--- config.mk ---
export PLATFORM = sky130hd
export DESIGN_NAME = pipe_hazard_ctrl_flat
export DESIGN_NICKNAME = d
export VERILOG_FILES = /design/src/rtl/pipe_hazard_ctrl_pkg.sv /design/src/rtl/pipe_hazard_ctrl_if.sv /design/src/rtl/pipe_hazard_ctrl_detect.sv /design/src/rtl/pipe_hazard_ctrl.sv /design/src/flat_wrapper.sv
export SDC_FILE = /design/constraint.sdc
export NUM_CORES = 1
export LEC_CHECK = 0
export CAP_MARGIN = 15
export CORE_ASPECT_RATIO = 1.25
export CORE_MARGIN = 4
export CORE_UTILIZATION = 53
export DETAILED_ROUTE_END_ITERATION = 6
export PLACE_DENSITY_LB_ADDON = 0.2
export SETUP_SLACK_MARGIN = 0.2
export SLEW_MARGIN = 25
export SYNTH_ARGS = -nofsm -noshare
export SYNTH_HDL_FRONTEND = slang
export SYNTH_SLANG_ARGS = --single-unit
--- constraint.sdc ---
create_clock -name clk -period 3.15 [get_ports clk]
set_clock_uncertainty 0.1 [all_clocks]
set_input_delay 0.315 -clock clk [delete_from_list [all_inputs] [get_ports clk]]
set_output_delay 0.315 -clock clk [all_outputs]
set_load 0.02 [all_outputs]
--- src/rtl/pipe_hazard_ctrl_pkg.sv ---
// Shared types and defaults for the pipeline hazard controller: FSM states,
// register index width and the packed pipeline-control word.
package hazard_pkg;

    localparam int REG_IDX_W        = 3;
    localparam int DEF_TIMEOUT      = 255;
    localparam int DEF_DRAIN_CYCLES = 3;

    typedef enum logic [1:0] {
        ST_RUN     = 2'd0,
        ST_MEMWAIT = 2'd1,
        ST_DRAIN   = 2'd2,
        ST_HALTED  = 2'd3
    } state_e;

    // Bit order matches the way the pipeline registers are listed front to back.
    typedef struct packed {
        logic pc_write;
        logic pc_redirect;
        logic ifid_write;
        logic ifid_flush;
        logic idex_write;
        logic idex_bubble;
        logic exmem_write;
        logic memwb_write;
    } ctrl_t;

    localparam ctrl_t CTRL_NONE     = 8'b0000_0000;
    localparam ctrl_t CTRL_NORMAL   = 8'b1010_1011;
    localparam ctrl_t CTRL_REDIRECT = 8'b1111_1111;
    localparam ctrl_t CTRL_LOADUSE  = 8'b0000_1111;
    localparam ctrl_t CTRL_HALT     = 8'b0011_1011;

endpackage

--- src/rtl/pipe_hazard_ctrl_if.sv ---
// Bundle between the pipeline datapath (master) and the hazard controller
// (slave). No handshake: every signal is a per-cycle level, sampled on clk.
interface pipe_hazard_ctrl_if;
    import hazard_pkg::*;

    logic                 id_valid;
    logic [REG_IDX_W-1:0] id_rs;
    logic [REG_IDX_W-1:0] id_rt;
    logic                 id_rs_used;
    logic                 id_rt_used;
    logic                 id_halt;
    logic                 ex_mem_read;
    logic [REG_IDX_W-1:0] ex_rd;
    logic                 ex_redirect;
    logic                 mem_busy;

    logic                 pc_write;
    logic                 pc_redirect;
    logic                 ifid_write;
    logic                 ifid_flush;
    logic                 idex_write;
    logic                 idex_bubble;
    logic                 exmem_write;
    logic                 memwb_write;
    logic                 halted;
    logic                 mem_timeout;
    logic [15:0]          stall_cycles;
    state_e               fsm_state;

    modport master (
        output id_valid, id_rs, id_rt, id_rs_used, id_rt_used, id_halt,
               ex_mem_read, ex_rd, ex_redirect, mem_busy,
        input  pc_write, pc_redirect, ifid_write, ifid_flush, idex_write,
               idex_bubble, exmem_write, memwb_write, halted, mem_timeout,
               stall_cycles, fsm_state
    );

    modport slave (
        input  id_valid, id_rs, id_rt, id_rs_used, id_rt_used, id_halt,
               ex_mem_read, ex_rd, ex_redirect, mem_busy,
        output pc_write, pc_redirect, ifid_write, ifid_flush, idex_write,
               idex_bubble, exmem_write, memwb_write, halted, mem_timeout,
               stall_cycles, fsm_state
    );

endinterface

--- src/rtl/pipe_hazard_ctrl_detect.sv ---
// Load-use detector: the instruction in ID reads a register that the load
// currently in EX has not yet produced.
module hazard_detect
    import hazard_pkg::*;
(
    input  logic                 id_valid,
    input  logic [REG_IDX_W-1:0] id_rs,
    input  logic [REG_IDX_W-1:0] id_rt,
    input  logic                 id_rs_used,
    input  logic                 id_rt_used,
    input  logic                 ex_mem_read,
    input  logic [REG_IDX_W-1:0] ex_rd,
    output logic                 load_use
);

    assign load_use = id_valid & ex_mem_read &
                      ((id_rs_used & (id_rs == ex_rd)) |
                       (id_rt_used & (id_rt == ex_rd)));

endmodule

--- src/rtl/pipe_hazard_ctrl.sv ---
// Pipeline hazard/stall controller: memory-wait freeze with timeout, branch
// squash, load-use stall and halt drain, plus a saturating stall counter.
module pipe_hazard_ctrl
    import hazard_pkg::*;
#(
    parameter int TIMEOUT      = DEF_TIMEOUT,
    parameter int DRAIN_CYCLES = DEF_DRAIN_CYCLES
) (
    input logic              clk,
    input logic              rst,
    pipe_hazard_ctrl_if.slave bus
);

    localparam logic [15:0] TIMEOUT_LIM = 16'(TIMEOUT);
    localparam logic [7:0]  DRAIN_INIT  = 8'(DRAIN_CYCLES);

    state_e      state;
    state_e      state_next;
    logic [15:0] busy_cnt;
    logic [15:0] busy_next;
    logic [15:0] busy_inc;
    logic [7:0]  drain_cnt;
    logic [7:0]  drain_next;
    logic        timeout_set;
    logic        stall_inc;
    logic        halted_c;
    logic        mem_timeout;
    logic [15:0] stall_cycles;
    logic        load_use;
    ctrl_t       ctrl;
    ctrl_t       ctrl_out;

    hazard_detect u_detect (
        .id_valid    (bus.id_valid),
        .id_rs       (bus.id_rs),
        .id_rt       (bus.id_rt),
        .id_rs_used  (bus.id_rs_used),
        .id_rt_used  (bus.id_rt_used),
        .ex_mem_read (bus.ex_mem_read),
        .ex_rd       (bus.ex_rd),
        .load_use    (load_use)
    );

    // The first busy cycle is seen in RUN, so it counts as 1.
    assign busy_inc = (state == ST_MEMWAIT && busy_cnt != 16'hFFFF) ?
                      busy_cnt + 16'd1 : 16'd1;

    always_comb begin
        ctrl        = CTRL_NONE;
        state_next  = state;
        busy_next   = busy_cnt;
        drain_next  = drain_cnt;
        timeout_set = 1'b0;
        halted_c    = 1'b0;
        case (state)
            ST_RUN, ST_MEMWAIT: begin
                if (bus.mem_busy) begin
                    busy_next = busy_inc;
                    if (busy_inc >= TIMEOUT_LIM) begin
                        timeout_set = 1'b1;
                        state_next  = ST_HALTED;
                    end else begin
                        state_next = ST_MEMWAIT;
                    end
                end else begin
                    // Leaving MEMWAIT evaluates the pipeline in the same cycle.
                    busy_next  = '0;
                    state_next = ST_RUN;
                    if (bus.ex_redirect) begin
                        ctrl = CTRL_REDIRECT;
                    end else if (load_use) begin
                        ctrl = CTRL_LOADUSE;
                    end else if (bus.id_halt && bus.id_valid) begin
                        ctrl       = CTRL_HALT;
                        state_next = ST_DRAIN;
                        drain_next = DRAIN_INIT;
                    end else begin
                        ctrl = CTRL_NORMAL;
                    end
                end
            end
            ST_DRAIN: begin
                ctrl.ifid_write  = 1'b1;
                ctrl.ifid_flush  = 1'b1;
                ctrl.idex_bubble = 1'b1;
                ctrl.idex_write  = !bus.mem_busy;
                ctrl.exmem_write = !bus.mem_busy;
                ctrl.memwb_write = !bus.mem_busy;
                if (!bus.mem_busy) begin
                    if (drain_cnt <= 8'd1) begin
                        drain_next = '0;
                        state_next = ST_HALTED;
                    end else begin
                        drain_next = drain_cnt - 8'd1;
                    end
                end
            end
            default: begin
                halted_c = 1'b1;
            end
        endcase
    end

    assign stall_inc = ((state == ST_RUN) || (state == ST_MEMWAIT)) && !ctrl.pc_write;

    always_ff @(posedge clk or posedge rst) begin
        if (rst) begin
            state        <= ST_RUN;
            busy_cnt     <= '0;
            drain_cnt    <= '0;
            mem_timeout  <= 1'b0;
            stall_cycles <= '0;
        end else begin
            state     <= state_next;
            busy_cnt  <= busy_next;
            drain_cnt <= drain_next;
            if (timeout_set) begin
                mem_timeout <= 1'b1;
            end
            if (stall_inc && stall_cycles != 16'hFFFF) begin
                stall_cycles <= stall_cycles + 16'd1;
            end
        end
    end

    // Reset holds the whole pipeline frozen, not just the FSM.
    assign ctrl_out = rst ? CTRL_NONE : ctrl;

    assign bus.pc_write     = ctrl_out.pc_write;
    assign bus.pc_redirect  = ctrl_out.pc_redirect;
    assign bus.ifid_write   = ctrl_out.ifid_write;
    assign bus.ifid_flush   = ctrl_out.ifid_flush;
    assign bus.idex_write   = ctrl_out.idex_write;
    assign bus.idex_bubble  = ctrl_out.idex_bubble;
    assign bus.exmem_write  = ctrl_out.exmem_write;
    assign bus.memwb_write  = ctrl_out.memwb_write;
    assign bus.halted       = halted_c & ~rst;
    assign bus.mem_timeout  = mem_timeout;
    assign bus.stall_cycles = stall_cycles;
    assign bus.fsm_state    = state;

endmodule

--- src/flat_wrapper.sv ---
// flat-port wrapper written by rule: the top's interface ports become plain ports
module pipe_hazard_ctrl_flat import hazard_pkg::*;
#(
    parameter int TIMEOUT      = DEF_TIMEOUT,
    parameter int DRAIN_CYCLES = DEF_DRAIN_CYCLES
)
  (clk, rst, bus_id_valid, bus_id_rs, bus_id_rt, bus_id_rs_used, bus_id_rt_used, bus_id_halt, bus_ex_mem_read, bus_ex_rd, bus_ex_redirect, bus_mem_busy, bus_pc_write, bus_pc_redirect, bus_ifid_write, bus_ifid_flush, bus_idex_write, bus_idex_bubble, bus_exmem_write, bus_memwb_write, bus_halted, bus_mem_timeout, bus_stall_cycles, bus_fsm_state);
  pipe_hazard_ctrl_if bus_i ();
  input logic clk;
  input logic rst;
  input wire logic [$bits(bus_i.id_valid)-1:0] bus_id_valid;
  input wire logic [$bits(bus_i.id_rs)-1:0] bus_id_rs;
  input wire logic [$bits(bus_i.id_rt)-1:0] bus_id_rt;
  input wire logic [$bits(bus_i.id_rs_used)-1:0] bus_id_rs_used;
  input wire logic [$bits(bus_i.id_rt_used)-1:0] bus_id_rt_used;
  input wire logic [$bits(bus_i.id_halt)-1:0] bus_id_halt;
  input wire logic [$bits(bus_i.ex_mem_read)-1:0] bus_ex_mem_read;
  input wire logic [$bits(bus_i.ex_rd)-1:0] bus_ex_rd;
  input wire logic [$bits(bus_i.ex_redirect)-1:0] bus_ex_redirect;
  input wire logic [$bits(bus_i.mem_busy)-1:0] bus_mem_busy;
  output wire logic [$bits(bus_i.pc_write)-1:0] bus_pc_write;
  output wire logic [$bits(bus_i.pc_redirect)-1:0] bus_pc_redirect;
  output wire logic [$bits(bus_i.ifid_write)-1:0] bus_ifid_write;
  output wire logic [$bits(bus_i.ifid_flush)-1:0] bus_ifid_flush;
  output wire logic [$bits(bus_i.idex_write)-1:0] bus_idex_write;
  output wire logic [$bits(bus_i.idex_bubble)-1:0] bus_idex_bubble;
  output wire logic [$bits(bus_i.exmem_write)-1:0] bus_exmem_write;
  output wire logic [$bits(bus_i.memwb_write)-1:0] bus_memwb_write;
  output wire logic [$bits(bus_i.halted)-1:0] bus_halted;
  output wire logic [$bits(bus_i.mem_timeout)-1:0] bus_mem_timeout;
  output wire logic [$bits(bus_i.stall_cycles)-1:0] bus_stall_cycles;
  output wire logic [$bits(bus_i.fsm_state)-1:0] bus_fsm_state;
  assign bus_i.id_valid = bus_id_valid;
  assign bus_i.id_rs = bus_id_rs;
  assign bus_i.id_rt = bus_id_rt;
  assign bus_i.id_rs_used = bus_id_rs_used;
  assign bus_i.id_rt_used = bus_id_rt_used;
  assign bus_i.id_halt = bus_id_halt;
  assign bus_i.ex_mem_read = bus_ex_mem_read;
  assign bus_i.ex_rd = bus_ex_rd;
  assign bus_i.ex_redirect = bus_ex_redirect;
  assign bus_i.mem_busy = bus_mem_busy;
  assign bus_pc_write = bus_i.pc_write;
  assign bus_pc_redirect = bus_i.pc_redirect;
  assign bus_ifid_write = bus_i.ifid_write;
  assign bus_ifid_flush = bus_i.ifid_flush;
  assign bus_idex_write = bus_i.idex_write;
  assign bus_idex_bubble = bus_i.idex_bubble;
  assign bus_exmem_write = bus_i.exmem_write;
  assign bus_memwb_write = bus_i.memwb_write;
  assign bus_halted = bus_i.halted;
  assign bus_mem_timeout = bus_i.mem_timeout;
  assign bus_stall_cycles = bus_i.stall_cycles;
  assign bus_fsm_state = bus_i.fsm_state;
  pipe_hazard_ctrl #(.TIMEOUT(TIMEOUT), .DRAIN_CYCLES(DRAIN_CYCLES)) u_core (.clk(clk), .rst(rst), .bus(bus_i));
endmodule
==> run_results.csv <==
group,metric,value,unit
sta,slew_headroom,63.4,%
critical_path,timing.rr.end,"u_core.bus.fsm_state[1]",
place,place_area,3040,um2
final_layout,finalNetCount,348,
yosys,yosys-top-cells-area,"dfrtp_1 (42%), xnor2_1 (6.5%), nand2_1 (4.9%)",
yosys,avgSynthCellArea,9.06,um2
route,met3WireLength,253,um
critical_path,reg2reg_slack,0.60,ns
grt,grt_usage,19.5,%
route,detail-route-antenna-nets,0,
final_layout,num-fill-cells,385,
route,vias,2208,
route,drc_errors,0,
pwr,power_density,488,nW/um2
pwr,total_power,1.53,mW
clock_network,cts_tree,"built",
clock_network,cts_hold_buf,0,
critical_path,worstSetupEndpointType,"primary output",
yosys,yosys.cell_types.count,51,
critical_path,required,2.73,ns
clock_network,cts_sinks,43,
floorplan,core-area,4690,um2
yosys,ys_seq_area_share,42.1,%
critical_path,crit_fanout,5,
route,wl_met1,2.49,mm
sta,setup-violations-final,0,
sta,tns,0,ns
critical_path,crit_chain,"clkdlybuf4s50_1 > xnor2_1 > nand4_1 > a21boi_1 > a21o_1 > a21oi_1 > nor2_1 > clkdlybuf4s50_1",
run_status,status,"finished, final reports clean",
yosys,synth_enable_flop_cells,0,
pwr,seqPwrFrac,45.2,%
yosys,synth_fp_nets,304,
sta,hold_ws,0.383,ns
sta,slew_viol_final,0,
clock_network,cts_buffers,5,
grt,grt_pass1_vias,2176,
floorplan,die_height,85.6,um
floorplan,pin_count,46,
pwr,internal-power,984,uW
grt,overflow,0,
sta,worst_slew_pin_slew,0.549,ns
clock_network,postCtsSetupBuffers,0,
final_layout,fin_area,3140,um2
route,drt_pass1_iterations,4,
critical_path,critPathKind,"in2out",
grt,grt_max_degree,44,
yosys,synth-seq-cells,43,
yosys,synth_ff_type,"dfrtp_1",
grt,grt_pass1_wl,9.71,mm
critical_path,crit_arrival,2.39,ns
clock_network,cts_resized,0,
route,dr_wl_met2,2.68,mm
min_path,hold_class,"reg2reg",
critical_path,worst_r2r_startpoint,"u_core.busy_cnt[0]",
yosys,postSynth.asyncResetShare,100,%
floorplan,num_rows,28,
clock_network,clock_latency,0.30,ns
sta,max_freq,357,MHz
final_layout,area_delta_synth_final,22.8,%
floorplan,start_util,54.4,%
route,viasPerCell,5.71,
clock_network,clk_path_buf_depth,2,
place,dp_hpwl,4.04,mm
route,drt-initial-drc-count,218,
pwr,switching_power,546,uW
clock_network,cts_root_buffer,"clkbuf_8",
critical_path,rr_worst_depth,7,
sta,timing.final.crit_share,89.0,%
place,dp_cells,379,
yosys,yosysMostFrequentCell,"dfrtp_1",
pwr,p_sw_share,35.7,%
yosys,postSynthCellCount,282,
yosys,synth_common_cells,"dfrtp_1 (43), nand2_1 (33), nor2_1 (27), xnor2_1 (19), o21ai_0 (18)",
critical_path,worst_path_max_delay_cell,"clkdlybuf4s50_1",
route,top_layer_used,"met4",
place,gp_congestion,0.856,
run,maxCapViolCount,0,
pwr,leakage,1.30,nW
sta,rsz0062_at_grt,"false",
grt,antenna_found_initial,0,
sta,fin_crit,2.80,ns
pwr,power.share.clock,23.5,%
clock_network,ctsHtreeMaxLevel,2,
route,drt_wl_total,5.51,mm
critical_path,critPathLaunchType,"input pin",
floorplan,chipWidth,70.1,um
min_path,hp-start,"u_core.bus.mem_timeout",
yosys,syn_area,2550,um2
floorplan,die_area,6000,um2
clock_network,clk_pin_slew_worst_paths,0.09,ns
min_path,holdPathEnd,"u_core.bus.mem_timeout",
critical_path,crit_top_cell,"clkdlybuf4s50_1",
critical_path,cpPeakStageDelay,0.61,ns
place,portBuffers,45,
final_layout,drive_above_1_share,8.26,%
pwr,peakVddDrop,420,uV
final_layout,antennaDiodeCount,0,
min_path,min_delay_path_depth,1,
yosys,synth_top_area_share,42.1,%
yosys,synth_warnings,0,
route,avgRoutedWirePerCell,14.2,um
sta,hold_viol_final,0,
pwr,combPwrFrac,31.3,%
final_layout,final-instance-count-excl-fill,387,
yosys,synth_largest_area_cell,"dfrtp_1",
==> worst max-delay path: cells and delay by family <==
family	cells	cell delay, ns
XOR/XNOR	1	0.14
buffers and inverters	2	1.12
AND/OR/NAND/NOR	2	0.25
AO/OA/AOI/OAI	3	0.58
==> placed cells by master, fill, tap and decap left out, types with 2 or more instances in the layout <==
master           synthesis  final
nor4_1                   2      2
nor2_1                  27     27
a21oi_1                 13     13
nor2b_1                  6      6
xor2_1                   9      9
clkbuf_8                 0      5
clkdlybuf4s50_1          0     45
o21a_1                   2      2
inv_1                    5      4
or3_4                    2      2
a22o_1                   2      2
nand3_2                  4      4
or2_1                    2      2
and3_1                   5      5
nor3_1                  11     11
o21ai_0                 18     18
o21ai_1                 10     10
nand4_1                 12     12
buf_4                    4      4
nand2_1                 33     33
clkinvlp_4               0      2
ha_1                     4      4
o31ai_1                  9      9
xnor2_1                 19     19
nand3_1                  7      7
dfrtp_1                 43     43
==> state kept, by name, indices dropped and copies added (netlist names) <==
register and cells:
u_core.bus.stall_cycles 16, u_core.busy_cnt 16, u_core.drain_cnt 8, u_core.bus.fsm_state 2, u_core.bus.mem_timeout 1
==> stage by stage <==
step                      setup WS [ns]  utilization (%)
final                             0.345             66.8
after global routing              0.202             66.8
after CTS                         0.341             66.8
after detailed placement          0.357             64.8
after global placement            0.376             64.8
after floorplan                   0.874                -
==> cell families (layout without fill, tap and decap cells) <==
logic type	count (synthesis)	in the layout	share of synthesized area, %
AND/OR/NAND/NOR	122	122	25.6
multiplexers	1	1	0.392
buffers and inverters	17	62	3.28
XOR/XNOR	28	28	9.60
AO/OA/AOI/OAI	67	67	17.1
flip-flops	43	43	42.1
adder cells (fa/ha/maj)	4	4	1.96
==> how the worst max path moves through the flow <==
stage | start | end | slack (ns) | depth (start not counted)
after global routing | bus_ex_rd[2] | bus_idex_bubble | 0.20 | 8
after floorplan | u_core.busy_cnt[0] | u_core.bus.fsm_state[1] | 0.87 | 8
after detailed placement | bus_ex_rd[0] | bus_idex_bubble | 0.36 | 8
after global placement | bus_ex_rd[0] | bus_idex_bubble | 0.38 | 8
after CTS | bus_ex_rd[0] | bus_idex_bubble | 0.34 | 8
final | bus_ex_rd[0] | bus_idex_bubble | 0.35 | 8
==> metal layers <==
| metal | vias to the layer above | global-route usage, % |
|---|---|---|
| met3 | 6 | 4.10 |
| met2 | 48 | 32.0 |
| met4 | 0 | 6.79 |
| met5 | - | 0 |
| li1 | 1097 | - |
| met1 | 1057 | 25.8 |
==> layout make-up <==
class                      instances  area (um2)  share of cell area [%]
multi-input combinational        222        1390                    44.4
sequential                        43        1080                    34.3
timing repair buffer              49         480                    15.3
tap                               60        75.1                    2.39
clock buffer                       5        68.8                    2.19
clock inverter                     3        23.8                   0.758
inverter                           5        18.8                   0.598
==> power groups by stage <==
stage / clock network [mW] / registers (mW) / logic (mW)
floorplan: 0 / 0.724 / 0.257
global placement: 0 / 0.699 / 0.477
detailed placement: 0 / 0.701 / 0.481
CTS: 0.375 / 0.691 / 0.484
global route: 0.394 / 0.702 / 0.529
finish: 0.360 / 0.692 / 0.478
Note: power is estimated with default switching activity, not from simulation.
